--- config.mk ---
export PLATFORM = sky130hd
export DESIGN_NAME = wb_write_serializer
export DESIGN_NICKNAME = d
export VERILOG_FILES = /design/src/rtl/wb_write_serializer.sv
export SDC_FILE = /design/constraint.sdc
export NUM_CORES = 1
export LEC_CHECK = 0
export CAP_MARGIN = 20
export CORE_AREA = 2 2 97 99
export CTS_BUF_LIST = sky130_fd_sc_hd__clkbuf_4
export DETAILED_ROUTE_END_ITERATION = 10
export DIE_AREA = 0 0 99 101
export DONT_BUFFER_PORTS = 1
export PLACE_DENSITY_LB_ADDON = 0.25
export SYNTH_ARGS = -nofsm -noshare
export SYNTH_HDL_FRONTEND = slang
export SYNTH_SLANG_ARGS = --single-unit
--- constraint.sdc ---
create_clock -name clk -period 5.2 [get_ports clk]
set_input_delay 1.04 -clock clk [delete_from_list [all_inputs] [get_ports clk]]
set_output_delay 1.04 -clock clk [all_outputs]
set_load 0.02 [all_outputs]
--- src/rtl/wb_write_serializer.sv ---
`default_nettype none
// ---------------------------------------------------------------------------
// wb_write_serializer
// Folds the two writeback slots onto one register-file write port, stalling
// M/W for one cycle when both slots need distinct writes.
// Rev 1.0
// ---------------------------------------------------------------------------
module wb_write_serializer #(
  parameter int RSTATUS_REG = 30,
  parameter int LINK_REG    = 31,
  parameter int CNT_W       = 16
) (
  input  logic             clk,
  input  logic             reset,
  input  logic [31:0]      instruction_in_top,
  input  logic [31:0]      dataO_top,
  input  logic [31:0]      dataD_top,
  input  logic             ovf_in_top,
  input  logic [31:0]      instruction_in_bot,
  input  logic [31:0]      dataO_bot,
  input  logic [31:0]      dataD_bot,
  input  logic             ovf_in_bot,
  output logic             rf_we,
  output logic [4:0]       rf_waddr,
  output logic [31:0]      rf_wdata,
  output logic             wb_stall,
  output logic [CNT_W-1:0] stall_count
);

  localparam logic [4:0] OP_RTYPE = 5'b00000;
  localparam logic [4:0] OP_ADDI  = 5'b00101;
  localparam logic [4:0] OP_LW    = 5'b01000;
  localparam logic [4:0] OP_JAL   = 5'b00011;
  localparam logic [4:0] OP_SETX  = 5'b10101;

  localparam logic [4:0] ALU_ADD = 5'b00000;
  localparam logic [4:0] ALU_SUB = 5'b00001;
  localparam logic [4:0] ALU_MUL = 5'b00110;
  localparam logic [4:0] ALU_DIV = 5'b00111;

  localparam logic [4:0] RSTATUS_ADDR = 5'(RSTATUS_REG);
  localparam logic [4:0] LINK_ADDR    = 5'(LINK_REG);

  localparam logic [0:0] S_IDLE  = 1'b0;
  localparam logic [0:0] S_DRAIN = 1'b1;

  // Returns {we, waddr, wdata} for one slot after overflow override and r0 suppression.
  function automatic logic [37:0] decode_slot(input logic [31:0] instr,
                                              input logic [31:0] o,
                                              input logic [31:0] d,
                                              input logic        ovf);
    logic        we;
    logic [4:0]  addr;
    logic [31:0] val;
    we   = 1'b0;
    addr = instr[26:22];
    val  = o;
    case (instr[31:27])
      OP_RTYPE: begin
        we = 1'b1;
        if (ovf) begin
          case (instr[6:2])
            ALU_ADD: begin addr = RSTATUS_ADDR; val = 32'd1; end
            ALU_SUB: begin addr = RSTATUS_ADDR; val = 32'd3; end
            ALU_MUL: begin addr = RSTATUS_ADDR; val = 32'd4; end
            ALU_DIV: begin addr = RSTATUS_ADDR; val = 32'd5; end
            default: ;
          endcase
        end
      end
      OP_ADDI: begin
        we = 1'b1;
        if (ovf) begin
          addr = RSTATUS_ADDR;
          val  = 32'd2;
        end
      end
      OP_LW: begin
        we  = 1'b1;
        val = d;
      end
      OP_JAL: begin
        we   = 1'b1;
        addr = LINK_ADDR;
      end
      OP_SETX: begin
        we   = 1'b1;
        addr = RSTATUS_ADDR;
        val  = {5'b0, instr[26:0]};
      end
      default: we = 1'b0;
    endcase
    if (addr == 5'd0) we = 1'b0;
    return {we, addr, val};
  endfunction

  logic [37:0] top_dec;
  logic [37:0] bot_dec;
  logic        top_we;
  logic        bot_we;
  logic [4:0]  top_addr;
  logic [4:0]  bot_addr;
  logic [31:0] top_data;
  logic [31:0] bot_data;
  logic        dual_write;

  always_comb begin
    top_dec = decode_slot(instruction_in_top, dataO_top, dataD_top, ovf_in_top);
    bot_dec = decode_slot(instruction_in_bot, dataO_bot, dataD_bot, ovf_in_bot);
    {top_we, top_addr, top_data} = top_dec;
    {bot_we, bot_addr, bot_data} = bot_dec;
    dual_write = top_we && bot_we && (top_addr != bot_addr);
  end

  logic [0:0]       state_q, state_d;
  logic [4:0]       hold_addr_q, hold_addr_d;
  logic [31:0]      hold_data_q, hold_data_d;
  logic [CNT_W-1:0] stall_count_q, stall_count_d;

  always_ff @(posedge clk or posedge reset) begin
    if (reset) begin
      state_q       <= S_IDLE;
      hold_addr_q   <= 5'd0;
      hold_data_q   <= 32'd0;
      stall_count_q <= '0;
    end else begin
      state_q       <= state_d;
      hold_addr_q   <= hold_addr_d;
      hold_data_q   <= hold_data_d;
      stall_count_q <= stall_count_d;
    end
  end

  always_comb begin
    state_d       = state_q;
    hold_addr_d   = hold_addr_q;
    hold_data_d   = hold_data_q;
    stall_count_d = stall_count_q;
    case (state_q)
      S_IDLE: begin
        if (dual_write) begin
          state_d     = S_DRAIN;
          hold_addr_d = bot_addr;
          hold_data_d = bot_data;
          if (stall_count_q != {CNT_W{1'b1}}) stall_count_d = stall_count_q + CNT_W'(1);
        end
      end
      S_DRAIN: state_d = S_IDLE;
      default: state_d = S_IDLE;
    endcase
  end

  // Reset gates the port directly so an asserted reset silences it within the cycle.
  always_comb begin
    rf_we    = 1'b0;
    rf_waddr = 5'd0;
    rf_wdata = 32'd0;
    wb_stall = 1'b0;
    if (!reset) begin
      if (state_q == S_DRAIN) begin
        rf_we    = 1'b1;
        rf_waddr = hold_addr_q;
        rf_wdata = hold_data_q;
      end else if (dual_write) begin
        rf_we    = 1'b1;
        rf_waddr = top_addr;
        rf_wdata = top_data;
        wb_stall = 1'b1;
      end else if (bot_we) begin
        rf_we    = 1'b1;
        rf_waddr = bot_addr;
        rf_wdata = bot_data;
      end else if (top_we) begin
        rf_we    = 1'b1;
        rf_waddr = top_addr;
        rf_wdata = top_data;
      end
    end
  end

  assign stall_count = stall_count_q;

endmodule
`default_nettype wire

After elaboration in Yosys (flattened, before gate mapping)
Index checks and enable logic that the tools add are counted.

word-level totals
  bits in registers = 54
  bits in latches = 0
  memory bits (writable) = 0
  bits in read-only memories = 0
  input bits = 196
  output and inout bits = 55
  word-level logic and storage cells = 75
  memories kept = 0

cells by class
  add/subtract/negate cells = 1
  $mul = 0
  div/mod/pow operators = 0
  magnitude comparators = 0
  eq/ne operators = 16
  shift operators = 0
  multiplexer cells = 39
  bitwise gates (word level) = 1
  reductions and logical operators = 14

operators by type and width
  kind                                                             count
  32-bit one-hot mux with 4 select lines                           4
  32-bit 2-to-1 mux                                                9
  5-bit 2-to-1 mux                                                 11
  5-bit one-hot mux with 4 select lines                            2
  5-bit by 3-bit == test with 1-bit output, second input constant  6
  5-bit logical NOT                                                6
  16-bit by 1-bit adder with 16-bit output, second input constant  1
  16-bit inequality test, second input constant                    1
  1-bit 2-to-1 mux                                                 12
  5-bit by 1-bit == test with 1-bit output, second input constant  2
  5-bit by 2-bit == test with 1-bit output, second input constant  2
  5-bit by 4-bit == test with 1-bit output, second input constant  2
  5-bit == test, second input constant                             2
  5-bit OR reduction                                               2
  4-bit OR reduction                                               2
  5-bit inequality test                                            1
  3-bit AND reduction                                              1
  1-bit logical AND                                                2
  1-bit one-hot mux with 2 select lines                            1
  2-bit AND reduction                                              1
  1-bit inverter                                                   1

Longest topological paths before layout
  depth in word-level cells = 12
  gate-level depth with buffers = 12

Worst setup path before layout
OpenSTA, ideal clock, no wires.

  kind = input to output
  start point = in instruction_in_top[28]
  end point = out rf_wdata[0]
  data arrival time = 3.775 ns
  setup slack = 0.385 ns
  stages on the path = 11
  buffers on the path = 3
  cells stage by stage = buf_2 > or4_1 > a31oi_1 > or2_2 > a21oi_1 > nor4_4 > a32o_2 > buf_6 > buf_6 > o21ai_0 > nor3_1

on the way
  cells in the longest elaborated chain, start to end = 9
  elaborated cells between the ends (all ways) = 19

RTL lines
  element                                                                      RTL line  RTL
  start, declared                                                              15        input logic [31:0] instruction_in_top,
  5-bit == test (tied with other cells)                                        58        case (instr[31:27])
  5-bit one-hot mux with 4 select lines or 5-bit OR reduction (tied branches)  --
  5-bit logical NOT or 1-bit 2-to-1 mux (tied branches)                        93, 58
  1-bit 2-to-1 mux                                                             93        if (addr == 5'd0) we = 1'b0;
  32-bit 2-to-1 mux or 1-bit logical AND (tied branches)                       173, 112
  32-bit 2-to-1 mux or 1-bit logical AND (tied branches)                       169, 112
  32-bit 2-to-1 mux (*)                                                        164       end else if (dual_write) begin
  32-bit 2-to-1 mux (*)                                                        160       if (state_q == S_DRAIN) begin
  32-bit 2-to-1 mux (*)                                                        159       if (!reset) begin
  end, declared                                                                25        output logic [31:0] rf_wdata,

Every way passes the cells marked *; elsewhere a longest branch is shown, timed or not.

Final worst setup path
  start point = in instruction_in_top[28]
  end point = out rf_waddr[3]

on the way
  cells in the longest elaborated chain, start to end = 9
  elaborated cells between the ends (all ways) = 18

RTL lines
  element                                                                      RTL line  RTL
  5-bit == test (tied with other cells)                                        58
  5-bit one-hot mux with 4 select lines or 5-bit OR reduction (tied branches)  --
  5-bit logical NOT or 1-bit 2-to-1 mux (tied branches)                        93, 58
  1-bit 2-to-1 mux                                                             93
  5-bit 2-to-1 mux or 1-bit logical AND (tied branches)                        173, 112
  5-bit 2-to-1 mux or 1-bit logical AND (tied branches)                        169, 112
  5-bit 2-to-1 mux (*)                                                         164
  5-bit 2-to-1 mux (*)                                                         160
  5-bit 2-to-1 mux (*)                                                         159
  end, declared                                                                24        output logic [4:0] rf_waddr,

Marked as above.

==> impl_summary.md <==
Die
The full die area is 10000 um^2. Once the floorplan was initialized, standard cells occupied roughly 53% of the core. In this run the count of I/O pins placed on the die edge is 251. The initialized floorplan defines 35 standard-cell rows. From bottom edge to top edge, the die measures 101 um. The floorplan step set the die width to between 90 and 100 um.

The core area is 8980 um^2.

Worst setup path
The required arrival time at the worst endpoint is around 4.2 ns. The data arrival time of the critical path is between 4 and 5 ns. The critical path contains buffers and inverters numbering 2 combined.

In this design, the largest share of critical-path delay is due to simple AND/OR/NAND/NOR gates. The critical path in this run is classified as input port to output port. The highest cell delay on the worst timing path is slightly below 0.6 ns.

Traced cell by cell, the critical path runs through nand2b_1 > or4_1 > o221a_2 > nor3b_1 > nor4_2 > a32o_2 > buf_12 > or2_2 > a221oi_2 > buf_4. The type of element launching the critical path is an input port. Along the worst path, the maximum fanout reaches 18. The worst setup path is captured at an output port. The slowest stage of the critical path belongs to the cell sky130_fd_sc_hd__or4_1.

GRT
The largest net degree at the start of global routing is 84. The number of antenna violations at the first check in global routing is 0. The number of global-route vias before repair is 4924. The first global-routing pass estimated approximately 26000 um of wire. Global routing consumed, over all layers together, between 30% and 40% of the routing resources. The total overflow reported by the global router is 0.

Pwr
The static leakage power is around 2.3 nW. Power spread over the standard cell area amounts to about 230 nW/um^2. The maximum vdd ir drop is ~0.00014 V.

Yosys
The dominant synthesized flop cell is sky130_fd_sc_hd__dfrtp_1. The post-synthesis register bit count is 54. After Yosys synthesis, XOR and XNOR cells account for roughly 3.3% of the synthesized area.

The post-synthesis average cell area is 7.84 um^2. The number of instances in the synthesized netlist is 612. The share of synthesized flip-flops with an asynchronous set or reset is 100%. The netlist uses 70 different library cells. The synthesized design contains 0 enable-type register cells.

The number of nets in the synthesized netlist is 809. The proportion of synthesized area in mux cells is 2.11%. After synthesis the cells add up to between 4000 and 5000 um^2. Yosys printed 0 warnings.

Summing the areas of all fa, ha and maj instances in the mapped netlist gives 0.261% of the synthesized area. By area, the combinational part of the netlist is dominated by compound AO/OA/AOI/OAI gates. The complex-gate fraction of the synthesized area is between 30% and 40%. Of the total synthesized cell area, the portion taken by AND, OR, NAND and NOR gates is roughly 23%. The sequential element share of the synthesized area is 28.1%.

Placed design
The placer's final routability congestion estimate is 0.941. Detailed placement ended at an HPWL of between 10000 and 15000 um. The number of buffer cells added on primary ports is 0. After detailed placement, the design holds a cell count of 727. The worst slack after detailed placement is 0.0640 ns. The post-place instance area is slightly above 5000 um^2.

Route
The final routed wirelength across all metal layers is around 17000 um. In this run the remaining antenna-violating nets after routing total 0. The post-detailed-route via-to-cell ratio is between 7 and 8. The first-iteration detailed-routing DRC count is approximately 600.

Summing over every cut layer, the via total after detailed routing is 5300. The number of detailed-route iterations in the first pass is 9. In the routed design, unresolved DRC markers number 0. The routed wire length per instance is roughly 24 um.

STA
For this run, the top clock speed supported by timing is about 200 MHz. The setup violation total in the final timing report is 0. The final setup skew is approximately 0.015 ns. The worst setup slack after layout is around 0.15 ns. Setup repair after global routing left no endpoint under its margin. The smallest hold slack is ~0.53 ns. The max-slew violation total from the final report is 0. The number of endpoints with negative hold slack in the final report is 0. Counting I/O delays and the setup requirement, the final critical path takes roughly 5.1 ns. The remaining max-slew budget at the tightest pin is between 40 and 50%.

After layout, the worst path uses a little over nine tenths of the clock period. The final sum of negative setup slack is 0 ns. At the pin with the least slew margin, the transition time is between 0.7 and 0.8 ns.

Final layout
0 antenna diodes ended up in the layout. The library cells used most frequently in the layout, excluding fill and tap cells, are sky130_fd_sc_hd__nor2_1, sky130_fd_sc_hd__inv_1, sky130_fd_sc_hd__buf_4. After the last flow step, the layout net total stands at 820. The proportion of layout cells with a drive suffix above 1 is 16.8%. For this run, the number of standard cells in the final layout without fillers is 735. The post-layout instance area is approximately 5300 um^2.

From synthesis to final layout, the design area changed by 9.93%. Leaving out fill and tap cells, the most frequent cell in the layout is sky130_fd_sc_hd__nor2_1. The filler cell count is around 860.

Clock tree
The H-tree was split into 2 levels. The total clock buffers created by CTS is 5. For this design, the sink count on the clock tree is 54. The largest buffer count on any clock path is 2.

The setup fix buffers added after clock tree synthesis is 0. The TritonCTS clock tree is yes. After clock tree synthesis, the clock-pin slew on the worst setup and hold paths is about 0.16 ns.

The tree is rooted in a sky130_fd_sc_hd__clkbuf_4. The number of hold buffers added after CTS is 0. The clock insertion delay at the later pin of the skew report is between 0.3 and 0.4 ns.

Min path
The path class of the lowest-slack min-delay path is flip-flop to flip-flop.

Job
Max-cap violations in this run came to 0.

Outcome
The run finished with clean final reports.
==> final timing paths <==
kind | start | endpoint | slack (ns) | cells past startpoint
worst max register to register | stall_count[0] | stall_count[1] | 2.53 | 7
min in group asynchronous | reset | hold_data_q[6] | 0.62 | 1
max in group asynchronous | reset | hold_data_q[15] | 3.79 | 2
worst min register to register | hold_data_q[27] | hold_data_q[27] | 0.53 | 1
worst max-delay path | instruction_in_top[28] | rf_waddr[3] | 0.15 | 10
worst min-delay path | hold_data_q[27] | hold_data_q[27] | 0.53 | 1
==> power by group <==
group	total (mW)	switching [mW]	internal [mW]	leakage [nW]
clock	0.203	0.144	0.0582	0.0373
sequential	0.609	0.0779	0.531	0.678
combinational	0.379	0.209	0.170	1.56
total	1.19	0.431	0.759	2.28
==> stage by stage <==
stage	util, %	power [mW]
2_1_floorplan	-	0.891
3_3_place_gp	57.7	0.972
3_5_place_dp	57.7	0.993
4_1_cts	58.5	1.20
5_1_grt	58.8	1.27
6_report	58.8	1.19
==> metal layers <==
| metal | part of all wire, % | track usage (%) | up-vias |
|---|---|---|---|
| met4 | 3.4 | 14.8 | 0 |
| met1 | 38 | 43.1 | 2501 |
| li1 | - | - | 2379 |
| met3 | 12 | 8.25 | 36 |
| met5 | 0 | 0 | - |
| met2 | 46 | 52.1 | 384 |
==> layout make-up <==
| class | count | area, um^2 | share of cell area (%) |
|---|---|---|---|
| multi-input cells | 443 | 3030 | 57.4 |
| flip-flops and latches | 54 | 1350 | 25.6 |
| repair buffers | 59 | 468 | 8.87 |
| inverters | 60 | 225 | 4.27 |
| well taps | 111 | 139 | 2.63 |
| clock buffers | 5 | 37.5 | 0.711 |
| clock inverters | 3 | 28.8 | 0.545 |
==> state kept, by name (all words and copies together), names as in the netlist <==
name         flops
hold_addr_q      5
hold_data_q     32
state_q          1
stall_count     16
==> cells by family (layout without fill, tap and decap cells) <==
kind of cell	Yosys count	after routing
fa+ha+maj	1	1
buf+inv	115	127
compound gates	198	198
simple gates	217	217
xor+xnor	18	18
flops	54	54
mux	9	9
==> worst register-to-register path, cell delays in order, from the launching register on <==
cell and delay, ns:
sky130_fd_sc_hd__dfrtp_1 0.56, sky130_fd_sc_hd__ha_1 0.23, sky130_fd_sc_hd__and3_1 0.18, sky130_fd_sc_hd__and3_1 0.21, sky130_fd_sc_hd__and3_1 0.24, sky130_fd_sc_hd__nand4_1 0.50
sky130_fd_sc_hd__nand2_1 0.31, sky130_fd_sc_hd__mux2_1 0.34
==> timing repair <==
action	CTS	global route
endpoints found under the setup margin	0	26
endpoints found under the hold margin	0	0
gates resized for setup	0	4
==> cell usage after synthesis, drive strengths merged (2+ instances only) <==
master / number / share of area (%)
mux2: 9 / 2.1
clkbuf: 32 / 2.5
nand2b: 3 / 0.39
a21oi: 43 / 4.5
a31o: 2 / 0.36
dfrtp: 54 / 28
or3: 4 / 0.63
inv: 60 / 4.7
and2: 2 / 0.26
a2111oi: 3 / 0.83
o211ai: 3 / 0.57
nor2: 87 / 6.8
nand3: 18 / 1.9
or4: 3 / 0.47
o2bb2ai: 2 / 0.36
buf: 23 / 2.9
a32oi: 2 / 0.36
or2: 5 / 0.65
a21boi: 2 / 0.31
o21ai: 12 / 1.3
o221a: 4 / 0.94
nor4: 4 / 0.96
xnor2: 16 / 2.9
nand2: 17 / 1.3
o221ai: 3 / 0.55
nand3b: 2 / 0.31
xor2: 2 / 0.36
a22oi: 3 / 0.47
nor3: 40 / 4.3
a222oi: 51 / 11
a22o: 11 / 2.0
nand4: 5 / 0.65
a31oi: 11 / 1.6
a221oi: 31 / 5.8
nor3b: 5 / 0.89
and3: 18 / 2.3
Note: power is estimated with default switching activity, not from simulation.
